File: src/rtl/player_sprite.sv
// Player sprite: per-frame jump/gravity physics and horizontal movement,
// plus a registered per-pixel coverage flag for the colour mux.
module player_sprite #(
    parameter int X_INIT   = 320,
    parameter int Y_FLOOR  = 400,
    parameter int SIZE     = 16,
    parameter int STEP     = 2,
    parameter int X_MIN    = 8,
    parameter int X_MAX    = 616,
    parameter int JUMP_V   = 10,
    parameter int GRAV     = 1,
    parameter int MAX_FALL = 12
) (
    input  logic        clk_i,
    input  logic        rst_n_i,
    input  logic [15:0] h_i,
    input  logic [15:0] v_i,
    input  logic        active_i,
    input  logic        frame_i,
    input  logic        btn_left_i,
    input  logic        btn_right_i,
    input  logic        btn_jump_i,
    output logic [15:0] player_x_o,
    output logic [15:0] player_y_o,
    output logic        airborne_o,
    output logic        land_o,
    output logic        pixel_on_o
);

    typedef enum logic [1:0] {GROUND, RISE, FALL} state_t;

    localparam logic [15:0] XI    = 16'(X_INIT);
    localparam logic [15:0] YF    = 16'(Y_FLOOR);
    localparam logic [15:0] SZ1   = 16'(SIZE - 1);
    localparam logic [15:0] STP   = 16'(STEP);
    localparam logic [15:0] XMIN  = 16'(X_MIN);
    localparam logic [15:0] XMAX  = 16'(X_MAX);
    localparam logic [15:0] JV    = 16'(JUMP_V);
    localparam logic [15:0] GR    = 16'(GRAV);
    localparam logic [15:0] MF    = 16'(MAX_FALL);
    localparam logic [15:0] LO_TH = 16'(X_MIN + STEP);
    localparam logic [15:0] HI_TH = 16'(X_MAX - STEP);

    state_t      state_q, state_d;
    logic [15:0] x_q, x_d;
    logic [15:0] y_q, y_d;
    logic [15:0] spd_q, spd_d;
    logic        jprev_q, jprev_d;
    logic        land_q, land_d;
    logic        pix_q, pix_d;
    logic [1:0]  l_sync_q, r_sync_q, j_sync_q;

    logic        left, right, jump;
    logic [15:0] ny;
    logic [15:0] spd_up;

    assign left   = l_sync_q[1];
    assign right  = r_sync_q[1];
    assign jump   = j_sync_q[1];
    assign ny     = y_q + spd_q;
    assign spd_up = spd_q + GR;

    always_comb begin
        state_d = state_q;
        x_d     = x_q;
        y_d     = y_q;
        spd_d   = spd_q;
        jprev_d = jprev_q;
        land_d  = 1'b0;
        if (frame_i) begin
            jprev_d = jump;
            // Compare before subtracting so x never wraps below zero.
            if (left && !right) begin
                x_d = (x_q < LO_TH) ? XMIN : x_q - STP;
            end else if (right && !left) begin
                x_d = (x_q > HI_TH) ? XMAX : x_q + STP;
            end
            unique case (state_q)
                GROUND: begin
                    y_d = YF;
                    if (jump && !jprev_q) begin
                        state_d = RISE;
                        spd_d   = JV;
                    end
                end
                RISE: begin
                    y_d = y_q - spd_q;
                    if (spd_q <= GR) begin
                        spd_d   = '0;
                        state_d = FALL;
                    end else begin
                        spd_d = spd_q - GR;
                    end
                end
                FALL: begin
                    if (ny >= YF) begin
                        y_d     = YF;
                        spd_d   = '0;
                        state_d = GROUND;
                        land_d  = 1'b1;
                    end else begin
                        y_d   = ny;
                        spd_d = (spd_up > MF) ? MF : spd_up;
                    end
                end
                default: state_d = GROUND;
            endcase
        end
    end

    always_comb begin
        pix_d = active_i
              && (h_i >= x_q) && (h_i <= x_q + SZ1)
              && (v_i >= y_q) && (v_i <= y_q + SZ1);
    end

    always_ff @(posedge clk_i or negedge rst_n_i) begin
        if (!rst_n_i) begin
            state_q  <= GROUND;
            x_q      <= XI;
            y_q      <= YF;
            spd_q    <= '0;
            jprev_q  <= 1'b0;
            land_q   <= 1'b0;
            pix_q    <= 1'b0;
            l_sync_q <= '0;
            r_sync_q <= '0;
            j_sync_q <= '0;
        end else begin
            state_q  <= state_d;
            x_q      <= x_d;
            y_q      <= y_d;
            spd_q    <= spd_d;
            jprev_q  <= jprev_d;
            land_q   <= land_d;
            pix_q    <= pix_d;
            l_sync_q <= {l_sync_q[0], btn_left_i};
            r_sync_q <= {r_sync_q[0], btn_right_i};
            j_sync_q <= {j_sync_q[0], btn_jump_i};
        end
    end

    assign player_x_o = x_q;
    assign player_y_o = y_q;
    assign airborne_o = (state_q != GROUND);
    assign land_o     = land_q;
    assign pixel_on_o = pix_q;

endmodule

File: config.mk
export PLATFORM = sky130hd
export DESIGN_NAME = player_sprite
export DESIGN_NICKNAME = d
export VERILOG_FILES = /design/src/rtl/player_sprite.sv
export SDC_FILE = /design/constraint.sdc
export NUM_CORES = 1
export LEC_CHECK = 0
export ABC_AREA = 0
export CORE_MARGIN = 2
export CORE_UTILIZATION = 38
export DETAILED_ROUTE_END_ITERATION = 16
export SETUP_SLACK_MARGIN = 0.5
export SYNTH_ARGS = -nofsm -noshare
export SYNTH_HDL_FRONTEND = slang
export SYNTH_SLANG_ARGS = --single-unit
File: constraint.sdc
create_clock -name clk_i -period 3.56 [get_ports clk_i]
set_input_delay 0.712 -clock clk_i [delete_from_list [all_inputs] [get_ports clk_i]]
set_output_delay 0.712 -clock clk_i [all_outputs]
set_load 0.05 [all_outputs]
==> results of run 1 <==
## registers in the layout, summed over array words and instances, names as in the netlist
signal and flops:
pixel_on_o 1, land_o 1, spd_q 16, jprev_q 1, player_y_o 16, state_q 2
l_sync_q 2, r_sync_q 2, player_x_o 15, j_sync_q 2
## through the flow
| step | hold slack, ps | instances |
|---|---|---|
| finish | 347 | 1185 |
| global route | 354 | 1185 |
| CTS | 349 | 1182 |
| detailed placement | 336 | 1153 |
| global placement | 333 | 1153 |
| floorplan | 331 | 851 |
## placed cells by master, fill, tap and decap left out, types with 37 or more instances in the layout
cell,n
a21oi_1,50
ha_1,95
xnor2_1,47
inv_1,76
nand3_1,37
o21ai_0,58
nor2_1,48
buf_4,51
nand2_1,59
clkdlybuf4s50_1,71
dfrtp_1,43
## where the power goes
group	total (mW)	internal, mW	leakage (nW)	switching [mW]
Clock	1.03	0.704	0.167	0.330
Combinational	5.64	2.27	2.81	3.36
Sequential	1.09	0.866	0.733	0.221
Total	7.76	3.84	3.71	3.91
## final timing paths
path | start | to | slack (ps) | cells after the start
min in group asynchronous | rst_n_i | spd_q[4]$_DFFE_PN0P_ | 570 | 1
max | player_y_o[4]$_DFFE_PN1P_ | player_y_o[5]$_DFFE_PN0P_ | 430 | 12
min | l_sync_q[0]$_DFF_PN0_ | l_sync_q[1]$_DFF_PN0_ | 350 | 0
min reg2reg | l_sync_q[0]$_DFF_PN0_ | l_sync_q[1]$_DFF_PN0_ | 350 | 0
max in group asynchronous | rst_n_i | player_x_o[6]$_DFFE_PN1P_ | 2140 | 2
max reg2reg | player_y_o[4]$_DFFE_PN1P_ | player_y_o[5]$_DFFE_PN0P_ | 430 | 12
## critical path: cells and delay by family (launching register included)
kind	cells	cell delay, ps
compound gates	5	1280
buf+inv	2	300
simple gates	3	420
xor+xnor	1	120
flops	1	650
fa+ha+maj	1	200
## per-layer routing
| layer | vias to the layer above | share of wire, % | routed length, um |
|---|---|---|---|
| met1 | 3144 | 49 | 10400 |
| met2 | 194 | 44 | 9280 |
| met3 | 20 | 6.0 | 1270 |
| li1 | 3321 | - | - |
| met4 | 0 | 1.3 | 275 |
| met5 | - | 0 | 0 |
## kinds of logic (layout without fill, tap and decap cells)
group	after synthesis	after routing	share of synthesized area, %
mux	5	5	0.810
xor+xnor	49	49	6.31
flops	58	58	21.4
buf+inv	115	224	6.79
fa+ha+maj	106	106	19.7
simple gates	253	253	18.3
compound gates	264	264	26.6
other cells	1	1	0.0552
## cells in the mapped netlist (5+ instances only)
library cell and count:
a21oi_1 57, o21a_1 9, a21o_1 27, o21ai_0 61, dfstp_2 5, nand3_1 38
dfrtp_1 53, nand2b_1 12, buf_2 6, o22ai_1 7, a221oi_1 8, o211ai_1 8
nor2b_1 9, or3_1 5, inv_1 80, a211oi_1 9, xnor2_1 47, nor3_1 32
a31oi_1 6, or4_1 5, nor2_1 54, nand4_1 15, ha_1 104, nor4_1 7
nand2_1 60, o31ai_1 19, clkbuf_1 22, a22oi_1 5
## what timing repair did
item | in CTS | in global routing
endpoints found under the setup margin | 15 | 22
buffers inserted | 13 | 3
resized for setup | 42 | 37
hold buffers | 0 | 0
pin swaps | 13 | 10
## cell type report
type / instances / area (sq um) / area share [%]
inverters: 81 / 304 / 3.46
clock inverters: 4 / 98.8 / 1.12
repair buffers: 127 / 1160 / 13.2
multi-input cells: 678 / 5220 / 59.3
flip-flops and latches: 58 / 1480 / 16.8
clock buffers: 12 / 246 / 2.80
well taps: 225 / 282 / 3.20
==> results.md, run 1 <==
* Fillers at 1695
* Cell variety after synth at 74
* Mapped Area at 6800 sq um
* Vias at 6679
* Vias in the first global route at 6502
* # H-tree levels at 3
* Critical path endpoint category: flop
* RSZ-0062 raised after global routing: yes
* CP required at 3770 ps
* Final instance area at 8790 sq um
* Final hold vios at 0
* Met2 Usage GRT at 35.3%
* Tot GR Track Use at 22.7%
* Max Root-Sink Buffers at 2
* Root buffer cell: clkbuf_16
* Core ar. at 17400 sq um
* Die Wd at 138 um
* Setup slack at placement at 237 ps
* CP cell instances: ha_4 -> or2_4 -> a211oi_4 -> nor2_2 -> o31ai_2 -> xnor2_1 -> a311oi_2 -> nor4_4 -> buf_12 -> buf_12 -> a221oi_2 -> o41ai_2
* Endpoints failing setup at 0
* Fin crit share at 87.9%
* Critical Path Fanout Max at 8
* Hold/Removal Path Class: reg2reg
* Synth top area cells: dfrtp_1 (20%), ha_1 (19%), xnor2_1 (6.1%), o21ai_0 (4.5%), inv_1 (4.4%)
* Routability cong. at 1.02
* Slowest CP cell: dfstp_4
* Startpoint Class: flop
* Final WL at 21200 um
* Final ANT Viol Nets at 0
* GRT overflow at 0
* Worst vdd ir at 0.334 mV
* TritonCTS clock tree: built
* Inserted Diodes at 0
* Total Power at 7.76 mW
* Ys async rst share at 100%
* Drt drc at 0
* Met1 global-route usage at 33.1%
* Clk slew on worst S/H paths at 50 ps
* Sequential element share of the synthesized area at 21.4%
* Layout Skew at 11.8 ps
* Leakage at 3.71 nW
* Synth warn at 0
* Clk sinks at 58
* Met3 usage at 3.31%
* Pin count of the biggest net entering global routing at 44
* CTS Buf Count at 9
* Cell Pwr Density at 882 nW/um^2
* Post-route setup slack at 432 ps
* Skew-Pair Late Insertion Delay at 350 ps
* Top cell by count, worst path: buf_12
* P&R area growth vs syn at 29.4%
* Final core area utilization at 50.5%
* Max incr delay on CP at 650 ps
* I/O Buffers at 72
* Post-DP HPWL at 16200 um
* Site Rows at 48
* Yosys top cell area share at 19.5%
* First-pass GRT wire length at 33600 um
* Vias/cell at 5.64
* Max-Cap Viols at 0
* Starting DRC count in detailed routing at 486
* Die area at 19000 sq um
* Worst Path Arrival at 3330 ps
* Pins Over Slew Limit at 0
* TNS Setup at 0 ps
* Yosys top cell by area: dfrtp_1
* Wire length per cell at 17.9 um
* Outcome: completed
* Actual slew at the worst max-slew pin at 1080 ps
* Min Tclk post-route at 3130 ps
* DP Area at 7990 sq um
* Post-synthesis average cell area at 7.99 sq um
* Die span in y at 138 um
* Cells after Synth at 851
* Drt pass-1 iters at 5
* Rel. slew slack at 28.0%
* Max Freq at 320 MHz
* Post-Syn Nets at 996
* Synthesized flop and latch total at 58
* Most used routing layer: met2
* Initial antenna violation count at 0
* Fraction of layout instances using a drive strength above 1 at 17.4%
* Kind of critical path: reg2reg
* Post-synth EDFFs at 0
* Ys flop type: dfrtp_1
* # nets final at 1100
* I/O Pins at 74
* Initial Utilization at 39.0%
Note: power is estimated with default switching activity, not from simulation.
==> run 2: changes to the inputs <==
--- a/config.mk
+++ b/config.mk
@@ -5,7 +5,7 @@
 export SDC_FILE = /design/constraint.sdc
 export NUM_CORES = 1
 export LEC_CHECK = 0
-export ABC_AREA = 0
+export ABC_AREA = 1
 export CORE_MARGIN = 2
 export CORE_UTILIZATION = 38
 export DETAILED_ROUTE_END_ITERATION = 16
==> constraint.sdc (replaced) <==
create_clock -name clk_i -period 3.8 [get_ports clk_i]
set_input_delay 0.76 -clock clk_i [delete_from_list [all_inputs] [get_ports clk_i]]
set_output_delay 0.76 -clock clk_i [all_outputs]
set_load 0.05 [all_outputs]
==> run 2 against run 1 <==
Compared with the run above:
- synthesized area increased by 5.8%
- non-clock buffer count is 44 lower
- critical path depth is 6 higher
- clock skew decreased by 3.9 ps
- count of clock-buffer cells in the layout is 1 higher
- sequential power is essentially flat
- maximum frequency rose by 5.6%
- sequential cell count did not move
- worst setup slack improved by 410 ps
- register-to-register slack better by 410 ps
- die area rose by 5.6%
- via count rose by 6.4%
==> results.md, run 2 <==
* Setup slack at placement at 649 ps (+412 ps)
* Initial antenna violation count at 0 (unchanged)
* Cell variety after synth at 51 (-31%)
* Final hold vios at 0 (unchanged)
* Die area at 20000 sq um (+5.6%)
* Die Wd at 142 um (+2.8%)
* # H-tree levels at 3 (unchanged)
* Post-route setup slack at 838 ps (+407 ps)
* Core ar. at 18600 sq um (+7.0%)
* Layout Skew at 7.88 ps (-3.92 ps)
* Post-DP HPWL at 17600 um (+8.5%)
* Fraction of layout instances using a drive strength above 1 at 8.51% (-8.9 points)
* Fillers at 1958 (+16%)
* Final core area utilization at 45.6% (-4.9 points)
* Vias/cell at 5.22 (-7.4%)
* Initial Utilization at 38.6% (-0.45 points)
* Die span in y at 142 um (+2.8%)
* GRT overflow at 0 (unchanged)
* Drt pass-1 iters at 5 (unchanged)
* # nets final at 1268 (+15%)
* CP required at 4030 ps (+260 ps)
* Starting DRC count in detailed routing at 536 (+10%)
* Critical path endpoint category: flop
* Commonest cells post-synth: nand2_1 (230), inv_1 (116), ha_1 (104)
* Max Freq at 338 MHz (+5.6%)
* Rel. slew slack at 41.7% (+14 points)
* Cell Pwr Density at 707 nW/um^2 (-20%)
* Critical Path Fanout Max at 7 (-1)
* Count leader, synth: nand2_1
* Startpoint Class: flop
* CTS Buf Count at 9 (unchanged)
* I/O Pins at 74 (unchanged)
* Synth top area cells: dfrtp_1 (18%), ha_1 (18%), nand2_1 (12%), xor2_1 (7.4%), inv_1 (6.1%)
* DP Area at 8120 sq um (+1.6%)
* Mapped Area at 7190 sq um (+5.8%)
* Max-Cap Viols at 0 (unchanged)
* Fin crit share at 77.9% (-9.9 points)
* Post-synth EDFFs at 0 (unchanged)
* Yosys top cell by area: dfrtp_1
* Wire length per cell at 15.7 um (-12%)
* Placed insts at 1344 (+17%)
* First-pass GRT wire length at 34700 um (+3.2%)
* Synthesized flop and latch total at 58 (unchanged)
* Pin count of the biggest net entering global routing at 40 (-9.1%)
* Cells after Synth at 1056 (+24%)
* Commonest non-fill, non-tap cell in the layout: nand2_1
* Most frequent cells in the layout: nand2_1 (230), inv_1 (116), ha_1 (104)
* Synth warn at 0 (unchanged)
* Routability cong. at 0.959 (-6.4%)
* Final WL at 21400 um (+0.70%)
* Ys async rst share at 100% (unchanged)
* Root buffer cell: clkbuf_16
* Hold/Removal Path Class: reg2reg
* Tot GR Track Use at 21.9% (-0.87 points)
* Post-synthesis average cell area at 6.81 sq um (-15%)
* Total Power at 6.00 mW (-23%)
* Yosys top cell area share at 18.4% (-1.1 points)
* Outcome: completed
* Drt drc at 0 (unchanged)
* Inserted Diodes at 0 (unchanged)
* Sequential element share of the synthesized area at 20.3% (-1.2 points)
* Kind of critical path: reg2reg
* Clk sinks at 58 (unchanged)
* Final instance area at 8500 sq um (-3.4%)
* P&R area growth vs syn at 18.2%
* Final hold slack at 351 ps (+3.86 ps)
* I/O Buffers at 72 (unchanged)
* Min Tclk post-route at 2960 ps (-167 ps)
* Ys flop type: dfrtp_1
* Vias in the first global route at 6697 (+3.0%)
* Endpoints failing setup at 0 (unchanged)
* Worst Path Arrival at 3190 ps (-140 ps)
* Pins Over Slew Limit at 0 (unchanged)
* Skew-Pair Late Insertion Delay at 340 ps (about the same)
* Clk slew on worst S/H paths at 50 ps (about the same)
* Vias at 7109 (+6.4%)
* TritonCTS clock tree: built
* Actual slew at the worst max-slew pin at 875 ps (-205 ps)
* Site Rows at 50 (+4.2%)
* Leakage at 4.10 nW (+10%)
* Post-Layout Cell Count at 1362 (+15%)
* Worst vdd ir at 0.301 mV (-9.9%)
* Max Root-Sink Buffers at 2 (unchanged)
* Final ANT Viol Nets at 0 (unchanged)
* Post-Syn Nets at 1201 (+21%)
* TNS Setup at 0 ps (unchanged)
* RSZ-0062 raised after global routing: no
==> run 2: cell count changes after synthesis, moves of 17 or more <==
cell	change
a21o_1	-25
xnor2_1	-44
o31ai_1	-17
inv_2	+25
xor2_1	+59
nand3_1	+26
nor2_1	+35
inv_1	+36
nand2_1	+170
==> run 2: final timing paths <==
kind                       slack, ps  depth (start not counted)                 startpoint                   endpoint
setup / recovery                 840                         18  player_y_o[1]$_DFFE_PN0P_       pixel_on_o$_DFF_PN0_
hold / removal                   350                          0      j_sync_q[0]$_DFF_PN0_      j_sync_q[1]$_DFF_PN0_
setup reg to reg                 840                         18  player_y_o[1]$_DFFE_PN0P_       pixel_on_o$_DFF_PN0_
hold reg to reg                  350                          0      j_sync_q[0]$_DFF_PN0_      j_sync_q[1]$_DFF_PN0_
max in group asynchronous       2450                          2                    rst_n_i       spd_q[8]$_DFFE_PN0P_
min in group asynchronous        530                          1                    rst_n_i  player_x_o[3]$_DFFE_PN0P_
==> run 2: cell type report <==
type	instances	area, sq um	area share, %
clock buffer	13	280	3.30
clock inverter	3	68.8	0.810
inverter	147	552	6.49
multi-input combinational	824	5050	59.4
sequential	58	1460	17.2
tap	234	293	3.45
timing repair buffer	83	798	9.39
==> run 2: cell families (layout without fill, tap and decap cells) <==
kind of cell	after synthesis	after routing	share of synthesized area, %
XOR/XNOR	64	64	7.79
adder cells (fa/ha/maj)	106	106	18.7
AO/OA/AOI/OAI	175	175	13.5
buffers and inverters	174	246	9.69
other	1	1	0.0521
AND/OR/NAND/NOR	478	478	30.0
flip-flops	58	58	20.3
==> run 2: where the power goes <==
part	internal, mW	total [mW]	switching (mW)	leakage [nW]
combinational	1.37	3.99	2.62	3.18
clock	0.646	0.938	0.292	0.172
sequential	0.774	1.08	0.307	0.743
total	2.79	6.00	3.22	4.10
==> run 2: repair_timing <==
| action | in CTS | in global routing |
|---|---|---|
| gates resized for setup | 0 | 3 |
| hold buffers | 0 | 0 |
| endpoints found under the setup margin | 0 | 1 |
| setup buffers | 0 | 2 |
==> run 2: routing by layer <==
| layer | up-vias | share of wire (%) | global-route usage [%] |
|---|---|---|---|
| met5 | - | 0 | 0 |
| met3 | 32 | 6.9 | 4.39 |
| met1 | 3233 | 48 | 31.3 |
| li1 | 3635 | - | - |
| met4 | 0 | 2.1 | 6.63 |
| met2 | 209 | 43 | 33.3 |
==> run 2: worst max-delay path: stages, from the launching register on <==
cell and delay (ps):
dfrtp_2 450, inv_1 100, ha_1 220, nand3_1 120, nand3_1 120, inv_1 100, nand4_1 130, nor3_2 200
nand3_1 120, xor2_1 160, ha_1 280, nand2_1 50, inv_1 60, nand3_1 80, or3_1 340, a21oi_1 140
nor3_1 60, nor2_1 80, nor2_1 50
